--- src/rtl/au_prefix_and_seq.sv ---
// -----------------------------------------------------------------------------
// au_prefix_and_seq
//   Chunk-serial prefix-AND scanner. It accepts one WIDTH-bit word and works
//   through it CHUNK bits per cycle using one shared combinational prefix-AND
//   unit. A running carry links each chunk to the one before it. Processing
//   stops early once the carry drops to 0, because every higher result bit is
//   then 0 anyway. The result is held until the consumer takes it.
//
//   Ports
//     clk        in   1      clock, rising edge
//     rst        in   1      synchronous active-high reset
//     in_valid   in   1      input word offered
//     in_ready   out  1      block can accept a word (IDLE and not in reset)
//     in_data    in   WIDTH  word to scan, sampled only at acceptance
//     out_valid  out  1      result available (DONE)
//     out_ready  in   1      consumer accepts the result
//     out_data   out  WIDTH  registered result, bit i = AND of in_data[0..i]
//     busy       out  1      high in RUN or DONE
//
//   au_prefix_and (helper): combinational prefix-AND, po[i] = &d[i:0].
//     ARCH 0 = serial ripple, 1 = Brent-Kung, 2 = Sklansky.
// -----------------------------------------------------------------------------

module au_prefix_and #(
  parameter int WIDTH = 8,
  parameter int ARCH  = 2
) (
  input  logic [WIDTH-1:0] d,
  output logic [WIDTH-1:0] po
);
  localparam int LVL = (WIDTH > 1) ? $clog2(WIDTH) : 1;

  if (ARCH == 0) begin : g_serial
    always_comb begin
      logic acc;
      acc = 1'b1;
      po  = '0;
      for (int i = 0; i < WIDTH; i++) begin
        acc   = acc & d[i];
        po[i] = acc;
      end
    end
  end else if (ARCH == 1) begin : g_bk
    // Up-sweep builds AND-reductions of aligned power-of-two blocks. The
    // down-sweep then fills the remaining positions from finished prefixes.
    for (genvar l = 0; l < LVL; l++) begin : g_up
      logic [WIDTH-1:0] prev, s;
      if (l == 0) begin : g_first
        assign prev = d;
      end else begin : g_next
        assign prev = g_up[l-1].s;
      end
      for (genvar i = 0; i < WIDTH; i++) begin : g_bit
        if (((i + 1) % (2 ** (l + 1))) == 0) begin : g_op
          assign s[i] = prev[i] & prev[i - 2 ** l];
        end else begin : g_pass
          assign s[i] = prev[i];
        end
      end
    end
    for (genvar k = 0; k < LVL; k++) begin : g_dn
      localparam int L = LVL - 1 - k;
      logic [WIDTH-1:0] prev, s;
      if (k == 0) begin : g_first
        assign prev = g_up[LVL-1].s;
      end else begin : g_next
        assign prev = g_dn[k-1].s;
      end
      for (genvar i = 0; i < WIDTH; i++) begin : g_bit
        if ((((i + 1) % (2 ** (L + 1))) == 2 ** L) && (i >= 2 ** (L + 1))) begin : g_op
          assign s[i] = prev[i] & prev[i - 2 ** L];
        end else begin : g_pass
          assign s[i] = prev[i];
        end
      end
    end
    assign po = g_dn[LVL-1].s;
  end else begin : g_sklansky
    // At level l, every bit with bit l of its index set picks up the prefix
    // ending just below its 2^l-aligned group.
    for (genvar l = 0; l < LVL; l++) begin : g_lvl
      logic [WIDTH-1:0] prev, s;
      if (l == 0) begin : g_first
        assign prev = d;
      end else begin : g_next
        assign prev = g_lvl[l-1].s;
      end
      for (genvar i = 0; i < WIDTH; i++) begin : g_bit
        if (((i >> l) & 1) == 1) begin : g_op
          assign s[i] = prev[i] & prev[((i >> l) << l) - 1];
        end else begin : g_pass
          assign s[i] = prev[i];
        end
      end
    end
    assign po = g_lvl[LVL-1].s;
  end
endmodule

module au_prefix_and_seq #(
  parameter int WIDTH = 32,
  parameter int CHUNK = 8,
  parameter int ARCH  = 2
) (
  input  logic             clk,
  input  logic             rst,
  input  logic             in_valid,
  output logic             in_ready,
  input  logic [WIDTH-1:0] in_data,
  output logic             out_valid,
  input  logic             out_ready,
  output logic [WIDTH-1:0] out_data,
  output logic             busy
);
  localparam int NCHUNK = (WIDTH + CHUNK - 1) / CHUNK;
  localparam int IDXW   = (NCHUNK > 1) ? $clog2(NCHUNK) : 1;
  localparam int PADW   = NCHUNK * CHUNK;

  typedef enum logic [1:0] {IDLE, RUN, DONE} state_t;

  state_t            state, state_next;
  logic [WIDTH-1:0]  data_q, data_next;
  logic [WIDTH-1:0]  result_q, result_next;
  logic [IDXW-1:0]   idx_q, idx_next;
  logic              carry_q, carry_next;
  logic [PADW-1:0]   padded;
  logic [CHUNK-1:0]  chunk;
  logic [CHUNK-1:0]  po;

  // The last chunk may be partial. Its missing bits read as 1 so they cannot
  // clear the carry, and they are never written back to the result.
  always_comb begin
    padded              = '1;
    padded[WIDTH-1:0]   = data_q;
    chunk               = padded[CHUNK-1:0];
    for (int c = 0; c < NCHUNK; c++) begin
      if (idx_q == IDXW'(c)) chunk = padded[c*CHUNK +: CHUNK];
    end
  end

  au_prefix_and #(.WIDTH(CHUNK), .ARCH(ARCH)) u_prefix (
    .d  (chunk),
    .po (po)
  );

  // Each RUN cycle writes one result slice and moves the carry forward. The
  // block finishes on the last chunk or as soon as the carry is 0.
  always_comb begin
    state_next  = state;
    data_next   = data_q;
    result_next = result_q;
    idx_next    = idx_q;
    carry_next  = carry_q;
    case (state)
      IDLE: begin
        if (in_valid && in_ready) begin
          data_next   = in_data;
          result_next = '0;
          idx_next    = '0;
          carry_next  = 1'b1;
          state_next  = RUN;
        end
      end
      RUN: begin
        for (int p = 0; p < WIDTH; p++) begin
          if (idx_q == IDXW'(p / CHUNK)) result_next[p] = po[p % CHUNK] & carry_q;
        end
        carry_next = carry_q & po[CHUNK-1];
        idx_next   = idx_q + 1'b1;
        if ((idx_q == IDXW'(NCHUNK - 1)) || !carry_next) state_next = DONE;
      end
      DONE: begin
        if (out_ready) state_next = IDLE;
      end
      default: state_next = IDLE;
    endcase
  end

  // State register with synchronous reset. A reset drops any word in flight.
  always_ff @(posedge clk) begin
    if (rst) begin
      state    <= IDLE;
      data_q   <= '0;
      result_q <= '0;
      idx_q    <= '0;
      carry_q  <= 1'b1;
    end else begin
      state    <= state_next;
      data_q   <= data_next;
      result_q <= result_next;
      idx_q    <= idx_next;
      carry_q  <= carry_next;
    end
  end

  assign in_ready  = (state == IDLE) & ~rst;
  assign out_valid = (state == DONE);
  assign out_data  = result_q;
  assign busy      = (state != IDLE);
endmodule

--- config.mk ---
export PLATFORM = sky130hd
export DESIGN_NAME = au_prefix_and_seq
export DESIGN_NICKNAME = d
export VERILOG_FILES = /design/src/rtl/au_prefix_and_seq.sv
export SDC_FILE = /design/constraint.sdc
export NUM_CORES = 1
export LEC_CHECK = 0
export BUFFER_PORTS_ARGS = -buffer_cell sky130_fd_sc_hd__buf_2
export CORE_ASPECT_RATIO = 0.75
export CORE_UTILIZATION = 55
export CTS_CLUSTER_SIZE = 40
export DETAILED_ROUTE_END_ITERATION = 6
export HOLD_SLACK_MARGIN = 0.05
export PLACE_DENSITY = 0.89
export SLEW_MARGIN = 0
export SYNTH_ARGS = -nofsm -noshare
export SYNTH_HDL_FRONTEND = slang
export SYNTH_SLANG_ARGS = --single-unit
--- constraint.sdc ---
create_clock -name clk -period 5 [get_ports clk]
set_clock_uncertainty 0.05 [all_clocks]
set_input_delay 0.5 -clock clk [delete_from_list [all_inputs] [get_ports clk]]
set_output_delay 0.5 -clock clk [all_outputs]
set_load 0.01 [all_outputs]
Word level (Yosys, flattened, before mapping)
Index checks and enable logic that the tools add are counted.
Operators by class
  bitwise logic cells: 22
  muxes and demuxes: 45
  add/subtract/negate cells: 1
  reductions and logical operators: 14
  equality and inequality tests: 12
Operators with widths (number)
  $pmux 32 s2: 1
  $mux 1: 33
  $mux 32: 1
  $mux 8: 3
  $and 1x1->1: 21
  $reduce_and 3->1: 5
  $ne 2x2->1 const B: 6
  $mux 2: 4
  $eq 2x2->1 const B: 3
  $pmux 2 s3: 1
  $eq 2x1->1 const B: 2
  $logic_not 2->1: 2
  $pmux 2 s2: 1
  $reduce_and 2->1: 2
  $reduce_bool 2->1: 2
  $add 2x1->2 const B: 1
  $ne 2x1->1 const B: 1
  $pmux 1 s2: 1
  $logic_and 1x1->1: 1
  $logic_not 1->1: 1
  $logic_or 1x1->1: 1
  $not 1->1: 1
Storage, ports and cells
  output and inout port bits: 35
  logic and storage cells: 102
  input bits: 36
  flip-flop bits (word level): 69

Longest topological paths before layout
Gate-level depths: netlist (run 1).
  depth in word-level cells: 12
  depth in mapped cells: 9
  mapped depth without buffers: 7

By module
Synthesis (run 1) repeated with hierarchy kept, for this count alone.
Unflattened totals
  cell total of the unflattened synthesis: 310
  area, all modules: 3042.9 um^2
Modules (own cells, without submodules)
  au_prefix_and_seq: cells each 298, area an instance 2972.9 um^2, times used 1, sequential area each 1381.3 um^2
  au_prefix_and: cells each 12, area an instance 70.1 um^2, times used 1, sequential area each 0.0 um^2

Worst setup path before layout (run 1)
OpenSTA, ideal clock, no wires.
  kind: register -> register
  start: register idx_q[1]
  end: register state[1]
  setup slack: 2755 ps
  stages on the path, launching flop included: 10
  arrival: 2076 ps
  path buffers: 2
  setup time: 119 ps
  period minus slack after synthesis: 2245 ps
  data required time: 4831 ps
  cell sequence: dfxtp_1 > inv_1 > ha_1 > buf_6 > mux2i_1 > a221oi_4 > o2111ai_1 > or3_1 > buf_2 > o221a_1
On the way
  longest elaborated chain between the ends: 12
  elaborated cells on any way between the ends: 18
  those cells by class: eq/ne: 4; mux: 3; bitwise: 8; reduce/logical: 3
Ends and longest elaborated chain
  from (decl): RTL line 124  | logic [IDXW-1:0] idx_q, idx_next;
  from (signal assigned): RTL line 191  | idx_q <= idx_next;
  $eq 2x1->1: RTL line 137  | if (idx_q == IDXW'(c)) chunk = padded[c*CHUNK +: CHUNK];
  $mux 8 (3 in series): RTL line 137
  $and 1x1->1 (3 in series): RTL line 90  | assign s[i] = prev[i] & prev[((i >> l) << l) - 1];
  $and 1x1->1: RTL line 168  | carry_next = carry_q & po[CHUNK-1];
  $logic_not 1->1: RTL line 170  | if ((idx_q == IDXW'(NCHUNK - 1)) || !carry_next) state_next = DONE;
  $logic_or 1x1->1 (*): RTL line 170
  $ne 2x2->1 (no source line) (*)
  $reduce_and 3->1 (no source line) (*)
  to (signal assigned): RTL line 188  | state <= state_next;
  to (decl): RTL line 121  | state_t state, state_next;
Every way passes the cells marked *; elsewhere a longest branch is shown, timed or not.
A chain may end at the register's enable or synchronous reset.

Worst setup path in the final report (run 1)
  start: register idx_q[0]
  end: register result_q[4], in the netlist out_data[4]
On the way
  longest elaborated chain between the ends: 10
  elaborated cells on any way between the ends: 16
  those cells by class: eq/ne: 4; mux: 5; bitwise: 5; reduce/logical: 2
Ends and longest elaborated chain
  $eq 2x1->1: RTL line 137
  $mux 8 (3 in series): RTL line 137
  $and 1x1->1 (3 in series): RTL line 90
  $and 1x1->1: RTL line 166  | if (idx_q == IDXW'(p / CHUNK)) result_next[p] = po[p % CHUNK] & carry_q;
  $mux 1: RTL line 166
  $pmux 32 s2: RTL line 154  | case (state)
  to (signal assigned): RTL line 190  | result_q <= result_next;
  to (decl): RTL line 123  | logic [WIDTH-1:0] result_q, result_next;
Parallel ways exist; a longest one is shown, timed or not. The select of a mux whose other input is x is not followed.

==> results of run 1 <==
## cell usage in the layout (no fill, tap or decap), types with 2 or more instances in the layout
master and n:
nand2_1 86, buf_2 70, dfxtp_1 69, o21ai_0 40, nor2_1 22, a21oi_1 14
clkbuf_8 11, nor2b_1 9, inv_1 8, mux2i_1 8, a2bb2oi_1 8, a32o_1 6
nand3_1 5, a22o_1 5, or4_1 5, nand2b_1 4, o31ai_1 4, ha_1 4
a211oi_1 3, a21o_1 3, a22oi_1 3, and3b_1 2, nor3b_1 2, or3_1 2
clkinv_2 2, bufinv_16 2
## how the worst min path moves through the flow
stage / endpoint / start / slack [ns] / depth (start not counted)
global placement: out_data[12] / out_data[12] / 0.39 / 2
global route: data_q[21] / in_data[21] / 0.30 / 3
detailed placement: out_data[12] / out_data[12] / 0.40 / 2
floorplan: data_q[26] / data_q[26] / 0.38 / 2
CTS: data_q[2] / in_data[2] / 0.29 / 3
finish: data_q[25] / in_data[25] / 0.29 / 3
## power by group through the flow
| stage | combinational, uW | sequential (uW) | clock (uW) |
|---|---|---|---|
| 6_report | 118 | 592 | 507 |
| 3_3_place_gp | 110 | 602 | 0 |
| 2_1_floorplan | 83.7 | 595 | 0 |
| 5_1_grt | 130 | 593 | 532 |
| 3_5_place_dp | 114 | 603 | 0 |
| 4_1_cts | 115 | 591 | 507 |
## cell families after synthesis
family | Yosys count
adders and majority gates | 4
AOI/OAI and AO/OA | 97
buffers and inverters | 32
DFF | 69
and+or+nand+nor | 145
muxes | 8
## layout make-up
class / count / area (um2) / share of cell area [%]
inverters: 9 / 33.78 / 0.9464
repair buffers: 71 / 357.8 / 10.02
clock inverters: 4 / 70.07 / 1.963
flip-flops and latches: 69 / 1381 / 38.70
multi-input cells: 254 / 1481 / 41.50
clock buffers: 12 / 155.1 / 4.346
well taps: 72 / 90.09 / 2.524
## metal layers
layer / GRT usage [%] / up-vias / part of all wire (%)
li1: - / 1359 / -
met1: 40.27 / 1312 / 44
met2: 42.22 / 167 / 44
met3: 7.990 / 14 / 10
met4: 10.86 / 0 / 1.3
met5: 0 / - / 0
## critical path, delay by kind of cell, from the launching register on
family	cells	cell delay, ns
AO/OA/AOI/OAI	3	1.24
adder cells (fa/ha/maj)	1	0.62
flip-flops	1	0.40
AND/OR/NAND/NOR	2	0.60
## stage by stage
stage / instance area (um2) / cells
2_1_floorplan: 2997 / 355
3_3_place_gp: 3344 / 475
3_5_place_dp: 3344 / 475
4_1_cts: 3570 / 491
5_1_grt: 3570 / 491
6_report: 3570 / 491
## state kept, by name (all words and copies together) (netlist names)
register	flops
out_data	32
data_q	32
idx_q	2
carry_q	1
state	2
==> metrics.cfg, run 1 <==
[timing]
setup_tns_ns = 0
whs_ns = 0.2930
setup_viol = 0
rsz0062_at_grt = false
max_freq_ghz = 0.3371
period_needed_ns = 2.966
maxSlewHeadroom_pct = 31.58
fin_crit_sh_pct = 59.32
worst_pin_slew_ns = 1.026
hold_viol_final = 0
slew_viol_final = 0
finalWorstSetupSlack_ns = 2.034

[synth]
yosysSeqAreaShare_pct = 46.10
synth.most_common_cell = nand2_1
synth_compound_area_share_pct = 22.96
netlist_top_cells_area = dfxtp_1 (46%), nand2_1 (11%), o21ai_0 (6.7%), nor2_1 (2.8%), mux2i_1 (2.7%)
yosys_register_bits = 69
synthesis.nets = 395
syn_inst = 355
synthMuxAreaShare_pct = 2.672
synth_top_family_by_area = compound AO/OA/AOI/OAI gates
synth_area_um2 = 2997
synth-simple-area-share_pct = 22.09
ys_types = 46
synth_edf_count = 0
synth_area_per_cell_um2 = 8.441
synth_xor_area_share_pct = 0
yosys.area.top_type_share_pct = 46.10
synth_warnings = 0
ys_top_cells_by_count = nand2_1 (86), dfxtp_1 (69), o21ai_0 (40), nor2_1 (22), clkbuf_1 (15)
synth_fa_ha_area_share_pct = 1.670
yosysTopAreaCell = dfxtp_1
async_flop_share_pct = 0
synthFlopType = dfxtp_1

[global_routing]
grt_pass1_vias = 2615
antenna_found_initial = 0
grt_max_degree = 71
grt_pass1_wl_um = 12410
gr-usage-all-layers_pct = 28.78
overflow = 0

[drt]
drt-total-wl_um = 7749
drt_iter0_markers = 335
dr.pass1.iters = 6
drtAntennaViolNets = 0
drc_errors = 0
routedWlPerCell_um = 15.78
vias_per_cell = 5.809
vias = 2852

[clock_network]
cts_buffers = 9
cts.sinks = 69
hold_buffers = 0
cts_root_buffer = clkbuf_8
cts_tree = done
clk_latency_ns = 0.35
cts_buffer_depth = 2
cts_max_level = 3
ctsResizeCount = 0
clk_pin_slew_worst_paths_ns = 0.07
cts_setup_buffers = 0

[power]
comb_power_share_pct = 9.7
internal_power_uw = 924.7
finalPower_uw = 1216
switching_share_pct = 23.99
pwr-share-clk_pct = 41.7
leakage_uw = 0.001487
power_density_nw_per_um2 = 340.8
p_switching_uw = 291.8
seq_power_share_pct = 48.6
ir_worst_vdd_v = 0.0002482

[die]
die_x_um = 87.23
start_util_pct = 59.17
pin_count = 71
die_h_um = 65.93
placementRows = 22
core_um2 = 5065
die_area_um2 = 5751

[setup_path]
r2r-end = out_data[4]
worstSetupPathType = flip-flop to flip-flop
endpoint = out_data[4]
r2r_cells = 6
r2r_start = idx_q[0]
critPathMaxFanout = 18
startpoint = idx_q[0]
end_kind = flip-flop
required_ns = 5.25
worst_setup_path_start_kind = flip-flop
crit_path_top_delay_cell = ha_1
cp_data_arrival_time_ns = 3.21
cp_cell_sequence = ha_1 -> nor2_1 -> a2111oi_4 -> o2111a_1 -> nor2b_1 -> a22o_1
r2r_setup_slack_ns = 2.03
slowest_delay_ns = 0.62

[run_status]
outcome = complete, no violations

[final_layout]
syn_to_final_growth_pct = 19.12
antenna_cells = 0
drive_gt1_share_pct = 22.43
fillers = 433
nets = 454
final_util_pct = 70.48

[run]
maxCapViolCount = 0

[place]
io_buffers = 70
gp_congestion = 0.9508
dp_slack_ns = 2.148
dp_hpwl_um = 5336

[worst_hold_path]
hp-class = input port to flip-flop

(Power assumes the default switching activity.)
==> run 2: changes to the inputs <==
--- a/config.mk
+++ b/config.mk
@@ -7,11 +7,11 @@
 export LEC_CHECK = 0
 export BUFFER_PORTS_ARGS = -buffer_cell sky130_fd_sc_hd__buf_2
 export CORE_ASPECT_RATIO = 0.75
-export CORE_UTILIZATION = 55
+export CORE_UTILIZATION = 53
 export CTS_CLUSTER_SIZE = 40
 export DETAILED_ROUTE_END_ITERATION = 6
 export HOLD_SLACK_MARGIN = 0.05
-export PLACE_DENSITY = 0.89
+export PLACE_DENSITY = 0.86
 export SLEW_MARGIN = 0
 export SYNTH_ARGS = -nofsm -noshare
 export SYNTH_HDL_FRONTEND = slang
==> constraint.sdc (replaced) <==
create_clock -name clk -period 2.8 [get_ports clk]
set_clock_uncertainty 0.05 [all_clocks]
set_input_delay 0.28 -clock clk [delete_from_list [all_inputs] [get_ports clk]]
set_output_delay 0.28 -clock clk [all_outputs]
set_load 0.01 [all_outputs]
==> run 2 against run 1 <==
Sequential power rose by 77%. Via count is 0.60% higher. Flip-flop and latch count stayed put. Worst hold slack got worse by 0.21 ns. Fmax increased by 11%. Global-route usage fell by 2.2 points. Sequential share of layout area is 0.23 points lower. Cell count grew 1.8%. Total power rose by 69%. Core utilization down 3.8 points. Design area up 0.60%. Largest cell class unchanged. Largest power group unchanged. Highest routed layer unchanged.
==> metrics.cfg, run 2 (synthesized netlist as in run 1, its figures left out) <==
[timing]
rsz0062_at_grt = false
max_freq_ghz = 0.3741  ; +11%
fin_crit_sh_pct = 95.46  ; +36 points
worst_pin_slew_ns = 0.6538  ; -0.3724 ns
slew_viol_final = 0  ; unchanged
period_needed_ns = 2.673  ; -0.2932 ns
finalWorstSetupSlack_ns = 0.1271  ; -1.907 ns
hold_viol_final = 0  ; unchanged
setup_tns_ns = 0  ; unchanged
setup_viol = 0  ; unchanged
maxSlewHeadroom_pct = 55.95  ; +24 points

[final_layout]
drive_gt1_share_pct = 23.76  ; +1.3 points
postLayoutCellArea_um2 = 3591  ; +0.60%
final_util_pct = 66.73  ; -3.8 points
syn_to_final_growth_pct = 19.83
final_common_cell = nand2_1
antenna_cells = 0  ; unchanged
most-common-layout-cells = nand2_1 (86), buf_2 (70), dfxtp_1 (69), o21ai_0 (40), nor2_1 (22)
nets = 460  ; +1.3%

[global_routing]
use_met1_pct = 37.17  ; -3.1 points
met3_usage_pct = 7.807  ; -0.18 points
grt_pass1_wl_um = 11870  ; -4.3%
use_met2_pct = 39.42  ; -2.8 points
grt.busiest_layer = met2
antenna_found_initial = 0  ; unchanged
overflow = 0  ; unchanged
gr-usage-all-layers_pct = 26.61  ; -2.2 points
grt_max_degree = 42  ; -41%
grt_pass1_vias = 2495  ; -4.6%

[setup_path]
crit_cells = 6  ; unchanged
critical_path_buf_inv_count = 0  ; unchanged
r2r_start = idx_q[0]
worstSetupPathType = flip-flop to flip-flop
end_kind = flip-flop
cp_cell_sequence = ha_1 -> nor2_1 -> a2111oi_4 -> nand2_2 -> or4_1 -> o21ai_0
r2r_setup_slack_ns = 0.13  ; -1.91 ns
cp_data_arrival_time_ns = 2.88  ; -0.33 ns
startpoint = idx_q[0]
crit_path_top_delay_cell = a2111oi_4
r2r_cells = 6  ; unchanged
required_ns = 3.01  ; -2.24 ns
worst_setup_path_start_kind = flip-flop
slowest_delay_ns = 0.54  ; -0.08 ns
critPathMaxFanout = 10  ; -8
critPathTopFamily = simple AND/OR/NAND/NOR gates
r2r-end = out_data[31]
endpoint = out_data[31]

[die]
core_um2 = 5381  ; +6.2%
pin_count = 71  ; unchanged
die_h_um = 67.12  ; +1.8%
start_util_pct = 55.68  ; -3.5 points
die_area_um2 = 5962  ; +3.7%
placementRows = 23  ; +4.5%
die_x_um = 88.83  ; +1.8%

[clock_network]
cts_buffers = 9  ; unchanged
cts_root_buffer = clkbuf_8
cts_tree = done
cts.sinks = 69  ; unchanged
cts_max_level = 3  ; unchanged
hold_buffers = 0  ; unchanged
clk_latency_ns = 0.34  ; about the same
clk_pin_slew_worst_paths_ns = 0.07  ; about the same
cts_buffer_depth = 2  ; unchanged

[power]
leakage_uw = 0.001497  ; +0.63%
ir_worst_vdd_v = 0.0004139  ; +67%
power_density_nw_per_um2 = 572.8  ; +68%
finalPower_uw = 2057  ; +69%

[place]
dp_hpwl_um = 5311  ; -0.46%
gp_congestion = 0.9300  ; -2.2%
io_buffers = 70  ; unchanged
placed_area_um2 = 3393  ; +1.5%
dp_slack_ns = 0.1425  ; -2.005 ns

[drt]
routedWlPerCell_um = 14.76  ; -6.5%
drt_iter0_markers = 265  ; -21%
dr.pass1.iters = 5  ; -1
drc_errors = 0  ; unchanged
vias_per_cell = 5.738  ; -1.2%
drt-total-wl_um = 7378  ; -4.8%
vias = 2869  ; +0.60%
drtAntennaViolNets = 0  ; unchanged

[worst_hold_path]
hp-class = input port to flip-flop

[run_status]
outcome = complete, no violations

[run]
maxCapViolCount = 0  ; unchanged

==> run 2: worst min path at each step <==
stage,start,endpoint,slack [ns],cells after the start
finish,in_data[11],data_q[11],0.08,3
global route,in_data[18],data_q[18],0.08,3
CTS,in_data[28],data_q[28],0.08,3
detailed placement,out_data[12],out_data[12],0.39,2
global placement,out_data[12],out_data[12],0.39,2
floorplan,in_data[20],data_q[20],0.34,2
==> run 2: through the flow <==
stage / std cells / hold WS (ns)
CTS: 500 / 0.08281
finish: 500 / 0.08155
global placement: 484 / 0.3869
floorplan: 355 / 0.3385
global route: 500 / 0.07951
detailed placement: 484 / 0.3938
==> run 2: worst reg2reg max path, delay by kind of cell, from the launching register on <==
kind            cells  cell delay (ns)
fa+ha+maj           1             0.45
compound gates      2             0.73
simple gates        3             0.97
flops               1             0.40
==> run 2: cell type report <==
type                       count  area (um2)
multi-input combinational    254        1486
sequential                    69        1381
fill                         452        1790
clock buffer                  12       145.1
inverter                       9       33.78
tap                           75       93.84
timing repair buffer          77       402.9
clock inverter                 4       47.55
==> run 2: where the power goes <==
part	internal [uW]	leakage [uW]	switching, uW	total [uW]
registers	1020	0.000562	31.5	1050
clock network	433	0.0000964	354	787
logic	85.7	0.000838	130	215
==> run 2: routing by layer <==
metal / up-vias / share of wire [%]
met2: 162 / 44
met1: 1318 / 45
li1: 1366 / -
met5: - / 0
met3: 23 / 9.3
met4: 0 / 1.7
==> run 2: timing repair <==
item / in CTS / in global routing
buffers inserted: 0 / 0
resized for setup: 0 / 2
hold endpoints to repair: 0 / 0
endpoints found under the setup margin: 0 / 6
==> run 3: changes to the inputs <==
--- a/config.mk
+++ b/config.mk
@@ -7,11 +7,11 @@
 export LEC_CHECK = 0
 export BUFFER_PORTS_ARGS = -buffer_cell sky130_fd_sc_hd__buf_2
 export CORE_ASPECT_RATIO = 0.75
-export CORE_UTILIZATION = 53
+export CORE_UTILIZATION = 55
 export CTS_CLUSTER_SIZE = 40
 export DETAILED_ROUTE_END_ITERATION = 6
 export HOLD_SLACK_MARGIN = 0.05
-export PLACE_DENSITY = 0.86
+export PLACE_DENSITY = 0.89
 export SLEW_MARGIN = 0
 export SYNTH_ARGS = -nofsm -noshare
 export SYNTH_HDL_FRONTEND = slang
==> constraint.sdc (replaced) <==
create_clock -name clk -period 3.2 [get_ports clk]
set_clock_uncertainty 0.05 [all_clocks]
set_input_delay 0.32 -clock clk [delete_from_list [all_inputs] [get_ports clk]]
set_output_delay 0.32 -clock clk [all_outputs]
set_load 0.01 [all_outputs]
==> run 3 against run 2 <==
Core utilization increased by 3.7 points. Setup slack improved by 0.20 ns. Die area decreased by 3.5%.
==> metrics.cfg, run 3 (synthesized netlist as in run 1, its figures left out) <==
[timing]
rsz0062_at_grt = false
max_freq_ghz = 0.3482  ; -6.9%
slew_viol_final = 0  ; unchanged
hold_viol_final = 0  ; unchanged
period_needed_ns = 2.872  ; +0.1986 ns
worst_pin_slew_ns = 0.7030  ; +0.04917 ns
setup_viol = 0  ; unchanged
setup_tns_ns = 0  ; unchanged
maxSlewHeadroom_pct = 52.64  ; -3.3 points
fin_crit_sh_pct = 89.74  ; -5.7 points

[power]
ir_worst_vdd_v = 0.0002706  ; -35%
power_density_nw_per_um2 = 505.9  ; -12%
finalPower_uw = 1805  ; -12%
leakage_uw = 0.001488  ; -0.55%

[die]
placementRows = 22  ; -4.3%
die_h_um = 65.93  ; -1.8%
die_x_um = 87.23  ; -1.8%
pin_count = 71  ; unchanged
die_area_um2 = 5751  ; -3.5%
core_um2 = 5065  ; -5.9%
start_util_pct = 59.17  ; +3.5 points

[run_status]
outcome = complete, no violations

[drt]
vias = 2792  ; -2.7%
drt_iter0_markers = 288  ; +8.7%
routedWlPerCell_um = 15.63  ; +5.9%
drc_errors = 0  ; unchanged
vias_per_cell = 5.640  ; -1.7%
drt-total-wl_um = 7735  ; +4.8%
dr.pass1.iters = 5  ; unchanged
drtAntennaViolNets = 0  ; unchanged

[clock_network]
cts_root_buffer = clkbuf_8
cts_max_level = 3  ; unchanged
cts_buffers = 9  ; unchanged
cts_buffer_depth = 2  ; unchanged
cts.sinks = 69  ; unchanged
hold_buffers = 0  ; unchanged
clk_latency_ns = 0.35  ; about the same
cts_tree = done
clk_pin_slew_worst_paths_ns = 0.07  ; about the same
cts_setup_buffers = 0  ; unchanged
ctsResizeCount = 0  ; unchanged

[final_layout]
most-common-layout-cells = nand2_1 (86), buf_2 (70), dfxtp_1 (69), o21ai_0 (40), nor2_1 (22)
final_util_pct = 70.43  ; +3.7 points
fillers = 403  ; -11%
final_common_cell = nand2_1
postLayoutCellArea_um2 = 3567  ; -0.66%
drive_gt1_share_pct = 22.93  ; -0.83 points
antenna_cells = 0  ; unchanged
nets = 458  ; -0.43%
syn_to_final_growth_pct = 19.04

[global_routing]
grt_max_degree = 32  ; -24%
grt_pass1_vias = 2601  ; +4.2%
grt_pass1_wl_um = 12410  ; +4.5%
gr-usage-all-layers_pct = 28.87  ; +2.3 points
overflow = 0  ; unchanged
antenna_found_initial = 0  ; unchanged

[setup_path]
worst_setup_path_start_kind = flip-flop
cp_data_arrival_time_ns = 3.08  ; +0.20 ns
required_ns = 3.41  ; +0.40 ns
critPathMaxFanout = 11  ; +1
worstSetupPathType = flip-flop to flip-flop
end_kind = flip-flop

[place]
dp_hpwl_um = 5538  ; +4.3%
io_buffers = 70  ; unchanged
gp_congestion = 0.9102  ; -2.1%
placed_area_um2 = 3374  ; -0.55%

[run]
maxCapViolCount = 0  ; unchanged

[worst_hold_path]
hp-class = input port to flip-flop

## run 3: cell types whose count changed in the layout (fill, tap and decap cells not counted), sizes merged
cell,previous run,this run
buf,77,75
## run 3: metrics by stage
step | hold WS (ns) | setup WS [ns] | cells
floorplan | 0.3785 | 0.9555 | 355
global placement | 0.3854 | 0.5840 | 479
detailed placement | 0.3940 | 0.3972 | 479
CTS | 0.1142 | 0.3783 | 495
global route | 0.1250 | 0.1568 | 495
finish | 0.1165 | 0.3285 | 495
## run 3: layout make-up
type	count	area [um2]	share of cell area [%]
clock inverter	4	47.55	1.333
multi-input combinational	254	1481	41.53
tap	72	90.09	2.525
sequential	69	1381	38.72
clock buffer	12	145.1	4.069
timing repair buffer	75	387.9	10.87
inverter	9	33.78	0.9470
## run 3: critical path: stages (launching register included)
cell and delay (ns):
dfxtp_1 0.34, inv_1 0.09, ha_1 0.49, mux2i_1 0.24
a2111oi_4 0.58, nand2_2 0.22, or4_1 0.55, o21ai_0 0.23
## run 3: metal layers
metal | global-route usage [%] | up-vias | share of wire, %
li1 | - | 1364 | -
met1 | 37.98 | 1274 | 46
met2 | 44.09 | 132 | 44
met3 | 8.864 | 22 | 8.1
met4 | 11.89 | 0 | 2.1
met5 | 0 | - | 0
## run 3: where the power goes
group          switching [uW]  internal (uW)  total, uW
Sequential               27.8            895        923
Combinational             114           73.7        187
Clock                     316            379        695
Total                     457           1350       1800
## run 3: worst paths after layout
path | start | to | slack, ns | cells past startpoint
worst max-delay path | idx_q[1] | out_data[31] | 0.33 | 7
worst min-delay path | in_data[12] | data_q[12] | 0.12 | 3
worst max register to register | idx_q[1] | out_data[31] | 0.33 | 7
worst min register to register | out_data[10] | out_data[10] | 0.41 | 2
